**src/rtl/digital_timer_pkg.sv**
```systemverilog
// digital_timer_pkg: FSM state encoding and default parameters shared by the timer controller
package digital_timer_pkg;
    typedef enum logic [1:0] {
        IDLE  = 2'd0,
        RUN   = 2'd1,
        PAUSE = 2'd2,
        DONE  = 2'd3
    } state_t;
    localparam int          DEF_TICK_DIV  = 50_000_000;
    localparam logic [11:0] DEF_LIMIT_BCD = 12'h999;
endpackage

```
**src/rtl/timer_btn_cond.sv**
```systemverilog
// timer_btn_cond: synchronise a raw button, debounce it when DEBOUNCE_EN is defined, emit a one-cycle press pulse
module timer_btn_cond #(
    parameter int SYNC_STAGES = 2,
    parameter int DEB_CYCLES  = 1_000_000
) (
    input  logic clk,
    input  logic rst_n,
    input  logic btn,
    output logic press
);
`ifdef DEBOUNCE_EN
    localparam bit DEB_ON = 1'b1;
`else
    localparam bit DEB_ON = 1'b0;
`endif
    logic [SYNC_STAGES-1:0] sync;
    logic                   level;
    logic                   level_q;
    // Shift the asynchronous button through the synchroniser chain
    always_ff @(posedge clk or negedge rst_n) begin
        if (!rst_n) sync <= '0;
        else        sync <= {sync[SYNC_STAGES-2:0], btn};
    end
    if (DEB_ON && DEB_CYCLES > 0) begin : g_deb
        localparam int DW = $clog2(DEB_CYCLES + 1);
        logic [DW-1:0] deb_cnt;
        logic          deb_level;
        // Adopt a new level only after it has differed from the current one for DEB_CYCLES cycles in a row
        always_ff @(posedge clk or negedge rst_n) begin
            if (!rst_n) begin
                deb_level <= 1'b0;
                deb_cnt   <= '0;
            end else if (sync[SYNC_STAGES-1] == deb_level) begin
                deb_cnt   <= '0;
            end else if (deb_cnt == DW'(DEB_CYCLES - 1)) begin
                deb_level <= sync[SYNC_STAGES-1];
                deb_cnt   <= '0;
            end else begin
                deb_cnt   <= deb_cnt + 1'b1;
            end
        end
        assign level = deb_level;
    end else begin : g_raw
        assign level = sync[SYNC_STAGES-1];
    end
    // Register the rising edge of the conditioned level so a held button yields one pulse
    always_ff @(posedge clk or negedge rst_n) begin
        if (!rst_n) begin
            level_q <= 1'b0;
            press   <= 1'b0;
        end else begin
            level_q <= level;
            press   <= level & ~level_q;
        end
    end
endmodule

```
**src/rtl/digital_timer_ctrl.sv**
```systemverilog
// digital_timer_ctrl: run/pause/clear sequencer and tick prescaler for a 3-digit BCD counter; define DEBOUNCE_EN to debounce the buttons
module digital_timer_ctrl
    import digital_timer_pkg::*;
#(
    parameter int          TICK_DIV    = DEF_TICK_DIV,
    parameter logic [11:0] LIMIT_BCD   = DEF_LIMIT_BCD,
    parameter int          SYNC_STAGES = 2,
    parameter int          DEB_CYCLES  = 1_000_000
) (
    input  logic        clk_50MHz,
    input  logic        reset,
    input  logic        btn_start,
    input  logic        btn_clear,
    input  logic [11:0] cnt_bcd,
    output logic        cnt_en,
    output logic        cnt_clr,
    output logic        running,
    output logic        paused,
    output logic        done
);
    localparam int PW = $clog2(TICK_DIV);
    state_t        state, nxt;
    logic [PW-1:0] presc, presc_nxt;
    logic          start_p, clear_p, at_limit, wrap, en_nxt, clr_nxt, counting;
    timer_btn_cond #(.SYNC_STAGES(SYNC_STAGES), .DEB_CYCLES(DEB_CYCLES)) u_start (
        .clk(clk_50MHz), .rst_n(reset), .btn(btn_start), .press(start_p)
    );
    timer_btn_cond #(.SYNC_STAGES(SYNC_STAGES), .DEB_CYCLES(DEB_CYCLES)) u_clear (
        .clk(clk_50MHz), .rst_n(reset), .btn(btn_clear), .press(clear_p)
    );
    assign at_limit = cnt_bcd == LIMIT_BCD;
    assign wrap     = presc == PW'(TICK_DIV - 1);
    assign counting = state == RUN && !at_limit;
    // Next state and strobes; limit beats clear, clear beats start
    always_comb begin
        clr_nxt   = clear_p && !(state == RUN && at_limit);
        en_nxt    = counting && !clear_p && wrap;
        presc_nxt = (clr_nxt || state == IDLE) ? '0 : counting ? (wrap ? '0 : presc + 1'b1) : presc;
        nxt       = state;
        case (state)
            IDLE:    nxt = (start_p && !clear_p) ? RUN : IDLE;
            RUN:     nxt = at_limit ? DONE : clear_p ? IDLE : start_p ? PAUSE : RUN;
            PAUSE:   nxt = clear_p ? IDLE : start_p ? RUN : PAUSE;
            default: nxt = clear_p ? IDLE : DONE;
        endcase
    end
    // State, prescaler and registered outputs
    always_ff @(posedge clk_50MHz or negedge reset) begin
        if (!reset) begin
            state   <= IDLE;
            presc   <= '0;
            cnt_en  <= 1'b0;
            cnt_clr <= 1'b0;
            running <= 1'b0;
            paused  <= 1'b0;
            done    <= 1'b0;
        end else begin
            state   <= nxt;
            presc   <= presc_nxt;
            cnt_en  <= en_nxt;
            cnt_clr <= clr_nxt;
            running <= nxt == RUN;
            paused  <= nxt == PAUSE;
            done    <= nxt == DONE;
        end
    end
endmodule
```
**config.mk**
```make
export PLATFORM = sky130hd
export DESIGN_NAME = digital_timer_ctrl
export DESIGN_NICKNAME = d
export VERILOG_FILES = /design/src/rtl/digital_timer_pkg.sv /design/src/rtl/timer_btn_cond.sv /design/src/rtl/digital_timer_ctrl.sv
export SDC_FILE = /design/constraint.sdc
export NUM_CORES = 1
export LEC_CHECK = 0
export ABC_CLOCK_PERIOD_IN_PS = 2500
export CAP_MARGIN = 20
export CORE_MARGIN = 10
export CORE_UTILIZATION = 49
export DETAILED_ROUTE_END_ITERATION = 8
export PLACE_DENSITY = 0.68
export SLEW_MARGIN = 20
export SYNTH_ARGS = -nofsm -noshare
export SYNTH_HDL_FRONTEND = slang
export SYNTH_SLANG_ARGS = --single-unit
```
**constraint.sdc**
```tcl
create_clock -name clk_50MHz -period 2.5 [get_ports clk_50MHz]
set_input_delay 0.375 -clock clk_50MHz [delete_from_list [all_inputs] [get_ports clk_50MHz]]
set_output_delay 0.375 -clock clk_50MHz [all_outputs]
set_load 0.02 [all_outputs]
```
Word level (Yosys, flattened, before mapping) --
Cells that the tools add are included.
Cells by class: $add $sub $neg 1, eq/ne operators 7, muxes and demuxes 11, bitwise operators 4, reduce and logical (&&, ||, !) cells 12
Operators by type and width (count):
- $mux W26 | 3
- $add A26 B1 Y26 const B | 1
- $eq A26 B26 Y1 const B | 1
- $eq A12 B12 Y1 const B | 1
- $mux W2 | 6
- $eq A2 B2 Y1 const B | 3
- $logic_and A1 B1 Y1 | 6
- $pmux W2 S3 | 1
- $eq A2 B1 Y1 const B | 2
- $logic_not A1 Y1 | 3
- $and A1 B1 Y1 | 2
- $logic_not A2 Y1 | 1
- $not A1 Y1 | 2
- $reduce_bool A2 Y1 | 1
- $logic_or A1 B1 Y1 | 1
- $mux W1 | 1
Word-level totals: register bits 41, bits of input ports 16

Longest topological paths before layout --
depth after elaboration 6, mapped depth 7, depth with buffers taken out 6

Cells and area by module --
Synthesis repeated with hierarchy kept, for this count alone.
Unflattened totals: cell total of the unflattened synthesis 221, area total of the unflattened synthesis 2264.7 um2
Modules (own cells, without submodules):
- digital_timer_ctrl | times used 1, cells an instance 211, area each 2037.0 um2, sequential area each 825.8 um2
- timer_btn_cond | times used 2, cells an instance 5, area each 113.9 um2, sequential area each 100.1 um2

Least setup slack after synthesis --
No wires, ideal clock.
kind register -> register, start point register presc[0], end point register presc[12], library setup time 126 ps, data arrival time 1863 ps, data required time 2374 ps, path slack 511 ps, cell stages (with the launch flop) 7, path buffers 0, clock period less this slack 1989 ps, path through dfrtp_1 -> ha_1 -> nand3_2 -> or4_4 -> o21a_4 -> and3_1 -> a221o_1
Between the ends: word-level cells in the longest chain between the ends 4, elaborated cells on any way between the ends 5, classes of those cells 1 x add/sub; 1 x eq/ne; 3 x mux
RTL lines:
- from (decl) | line digital_timer_ctrl.sv:23 | logic [PW-1:0] presc, presc_nxt;
- from (signal assigned) | line digital_timer_ctrl.sv:59 | presc <= presc_nxt;
- $add A26 B1 Y26 or $eq A26 B26 Y1 (tied branches) | line digital_timer_ctrl.sv:38, digital_timer_ctrl.sv:32
- $mux W26 * (3 in series) | line digital_timer_ctrl.sv:38 | presc_nxt = (clr_nxt || state == IDLE) ? '0 : counting ? (wrap ? '0 : presc + 1'b1) : presc;
Every way passes the cells marked *; elsewhere a longest branch is shown, timed or not. The select of a mux whose other input is x is not followed. A chain may end at the register's enable or synchronous reset.

Worst setup path in the final report --
start point register presc[0], end point register presc[16]
Same word-level chain as after synthesis.

==> run metrics <==
number of nets in the final layout approximately 270; count of port buffers added during placement 20; CP endpoint kind register; post-synthesis instance area approximately 2200 µm²; setup clock skew after layout around 0.0033 ns; number of sinks driven by the clock tree slightly above 40; Routability Congestion between 0.8 and 0.9; detailed-route wire length per cell between 15 and 20 µm; normalized max-slew margin 0.398; leakage power total slightly below 1 nW; maximum number of pins on one net before global-route repair 42; final hold violations 0; Ant. Diodes 0; worst ir drop on vdd 0.000265 V; clock input transition at the sequential cells of the worst setup and hold paths ~0.080 ns; DP Cell Count between 300 and 400; setup repair after global routing missed its margin no; worst-path fanout max 7; Crit Reg-Reg Startpoint presc[0]; maximum clock path buffer count 2; data arrival time of the critical path between 2 and 2.5 ns; clock latency of the later-clocked register in the worst-skew pair 0.30 ns; worst-case reg-to-reg path depth 7; worst hold-check path type input port to async pin; internal reg-to-reg setup slack 0.24 ns; global-route wire length before repair approximately 8300 µm; vias approximately 1900; initial antenna violation count 0; Async SR Flop Fraction 1.00; Syn-to-layout area delta 14.5%; aggregate global routing overflow 0; Critical Path Start Type register; top cells by area in the synthesized netlist dfrtp_1 47%, nand3_1 4.1%, a31oi_1 3.7%, nand2_1 3.4%, nor2_1 3.1%; number of gates resized after cts 0; kind of critical path register to register; endpoint of the worst-slack reg-to-reg timing path presc[16]; DR iter-0 viols between 100 and 150; post-route minimum period 2.26 ns; number of enable-type register cells in the synthesized netlist 0; ports placed on the boundary 21; number of global-route vias before repair ~1700; Fmax achieved approximately 440 MHz; number of levels in the clock H-tree 2; Period Utilization, post-route 0.904; Chip Height around 87 µm; area leader, netlist dfrtp_1; instance count of the mapped netlist between 200 and 250; Total Routed Length 4740 µm; Post-Synthesis Net Count 255; proportion of layout cells with a drive suffix above 1 0.0817; area used by multi-input combinational logic 1060 µm²; die footprint roughly 7600 µm²; sum of negative setup slack 0 ns; number of setup violations in the final report 0; global router's overall resource usage 0.133; number of max-cap violations 0; required time reported for the critical path endpoint 2.69 ns; TritonCTS clock tree done; Post CTS Setup Buffer Count 0; average cell area after synthesis roughly 9.3 µm²; Slew @ Worst Pin approximately 0.9 ns; post-detailed-route DRC marker count 0; Worst Hold Margin 0.202 ns; row count 24; Final Non-Filler Cells 309; share of the synthesized area in the top cell type 0.466; number of hold-repair buffers added at the cts stage 0; die span in x 87.1 µm; area taken by flip-flops and latches 1030 µm²; number of buffers added by the clock tree synthesis step 5; Final Total Pwr between 1 and 1.5 mW; buffer cell driving the clock tree root clkbuf_8; proportion of synthesized chip area in sequential cells 0.466; run status completed; Synth cell types 50; number of warning messages in the yosys log 0; detail-routed via count per cell between 6 and 7; Slew Limit Fails 0; ANT nets after route 0; Cell Pwr Density ~560 nW/µm²; Detailed Routing Iterations Pass 1 4; FF+latch count, synth 41; Floorplan Core Area around 4400 µm²; Layout fillers around 380; half-perimeter wire length of the detailed placement result about 3300 µm; Main synth FF type dfrtp_1; effective utilization at floorplan 0.506
per-stage QoR:
stage / area, µm² / setup slack, ns / util
finish: 2520 / 0.240 / 0.579
global route: 2520 / 0.0423 / 0.579
CTS: 2520 / 0.228 / 0.579
detailed placement: 2430 / 0.242 / 0.558
global placement: 2430 / 0.257 / 0.558
floorplan: 2200 / 0.511 / -
layer usage:
layer / vias up / wire (µm) / part of all wire / global-route usage
li1: 928 / - / - / -
met1: 880 / 2360 / 0.50 / 0.180
met2: 45 / 2030 / 0.43 / 0.198
met3: 5 / 284 / 0.060 / 0.0346
met4: 0 / 62 / 0.013 / 0.0486
met5: - / 0 / 0 / 0
layout make-up:
type	instances	share of cell area
inverters	12	0.0179
clock buffers	5	0.0273
repair buffers	23	0.0913
clock inverters	3	0.00893
flip-flops and latches	41	0.407
multi-input cells	173	0.422
well taps	52	0.0258
cell usage in the layout (no fill, tap or decap), types with 9 or more instances in the layout:
cell type / netlist / final
a21oi_1: 9 / 9
a31oi_1: 13 / 13
clkdlybuf4s50_1: 0 / 19
dfrtp_1: 41 / 41
inv_1: 12 / 12
nand2_1: 20 / 20
nand3_1: 18 / 18
nand4_1: 9 / 9
nor2_1: 18 / 18
o21ai_0: 12 / 12
power breakdown:
part           total, mW  internal (mW)  switching [mW]
clock network      0.440          0.196           0.245
registers          0.732          0.695          0.0363
logic              0.243          0.108           0.135
total               1.42          0.999           0.416
flip-flops by register name, indices dropped and copies added (netlist names):
name             count
running              1
u_start.level_q      1
cnt_clr              1
paused               1
u_clear.level_q      1
done                 1
u_start.press        1
u_clear.press        1
u_start.sync         2
cnt_en               1
state                2
presc               26
u_clear.sync         2
logic make-up (layout without fill, tap and decap cells):
family | Yosys count | in the layout | synth area share
simple gates | 108 | 108 | 0.277
mux | 5 | 5 | 0.0227
fa+ha+maj | 1 | 1 | 0.00568
flops | 41 | 41 | 0.466
buf+inv | 24 | 43 | 0.0511
compound gates | 59 | 59 | 0.178
worst max-delay path, stage by stage, from the launching register on:
cell and delay, ns:
dfrtp_1 0.40, ha_1 0.24, nand3_2 0.14, or4_4 0.59, o21ai_2 0.27, buf_4 0.21, o21ai_1 0.07, a22o_1 0.23
worst max path at each step:
stage	startpoint	to	slack (ns)	cells past startpoint
6_report	presc[0]	presc[16]	0.24	7
5_1_grt	presc[0]	presc[16]	0.04	7
4_1_cts	presc[0]	presc[10]	0.23	7
3_5_place_dp	cnt_bcd[10]	presc[12]	0.24	7
3_3_place_gp	presc[0]	presc[10]	0.26	7
2_1_floorplan	presc[0]	presc[12]	0.51	6
synthesized netlist by cell type, drive strengths merged (4+ instances only):
library cell and n:
nor3 6, nand3 19, a31oi 13, nand2 20, o21ai 15, nor2b 4, dfrtp 41, nor2 18
clkbuf 6, and3 5, nand4 9, buf 6, inv 12, nor4 5, a21oi 9, mux2i 5
Note: power is estimated with default switching activity, not from simulation.
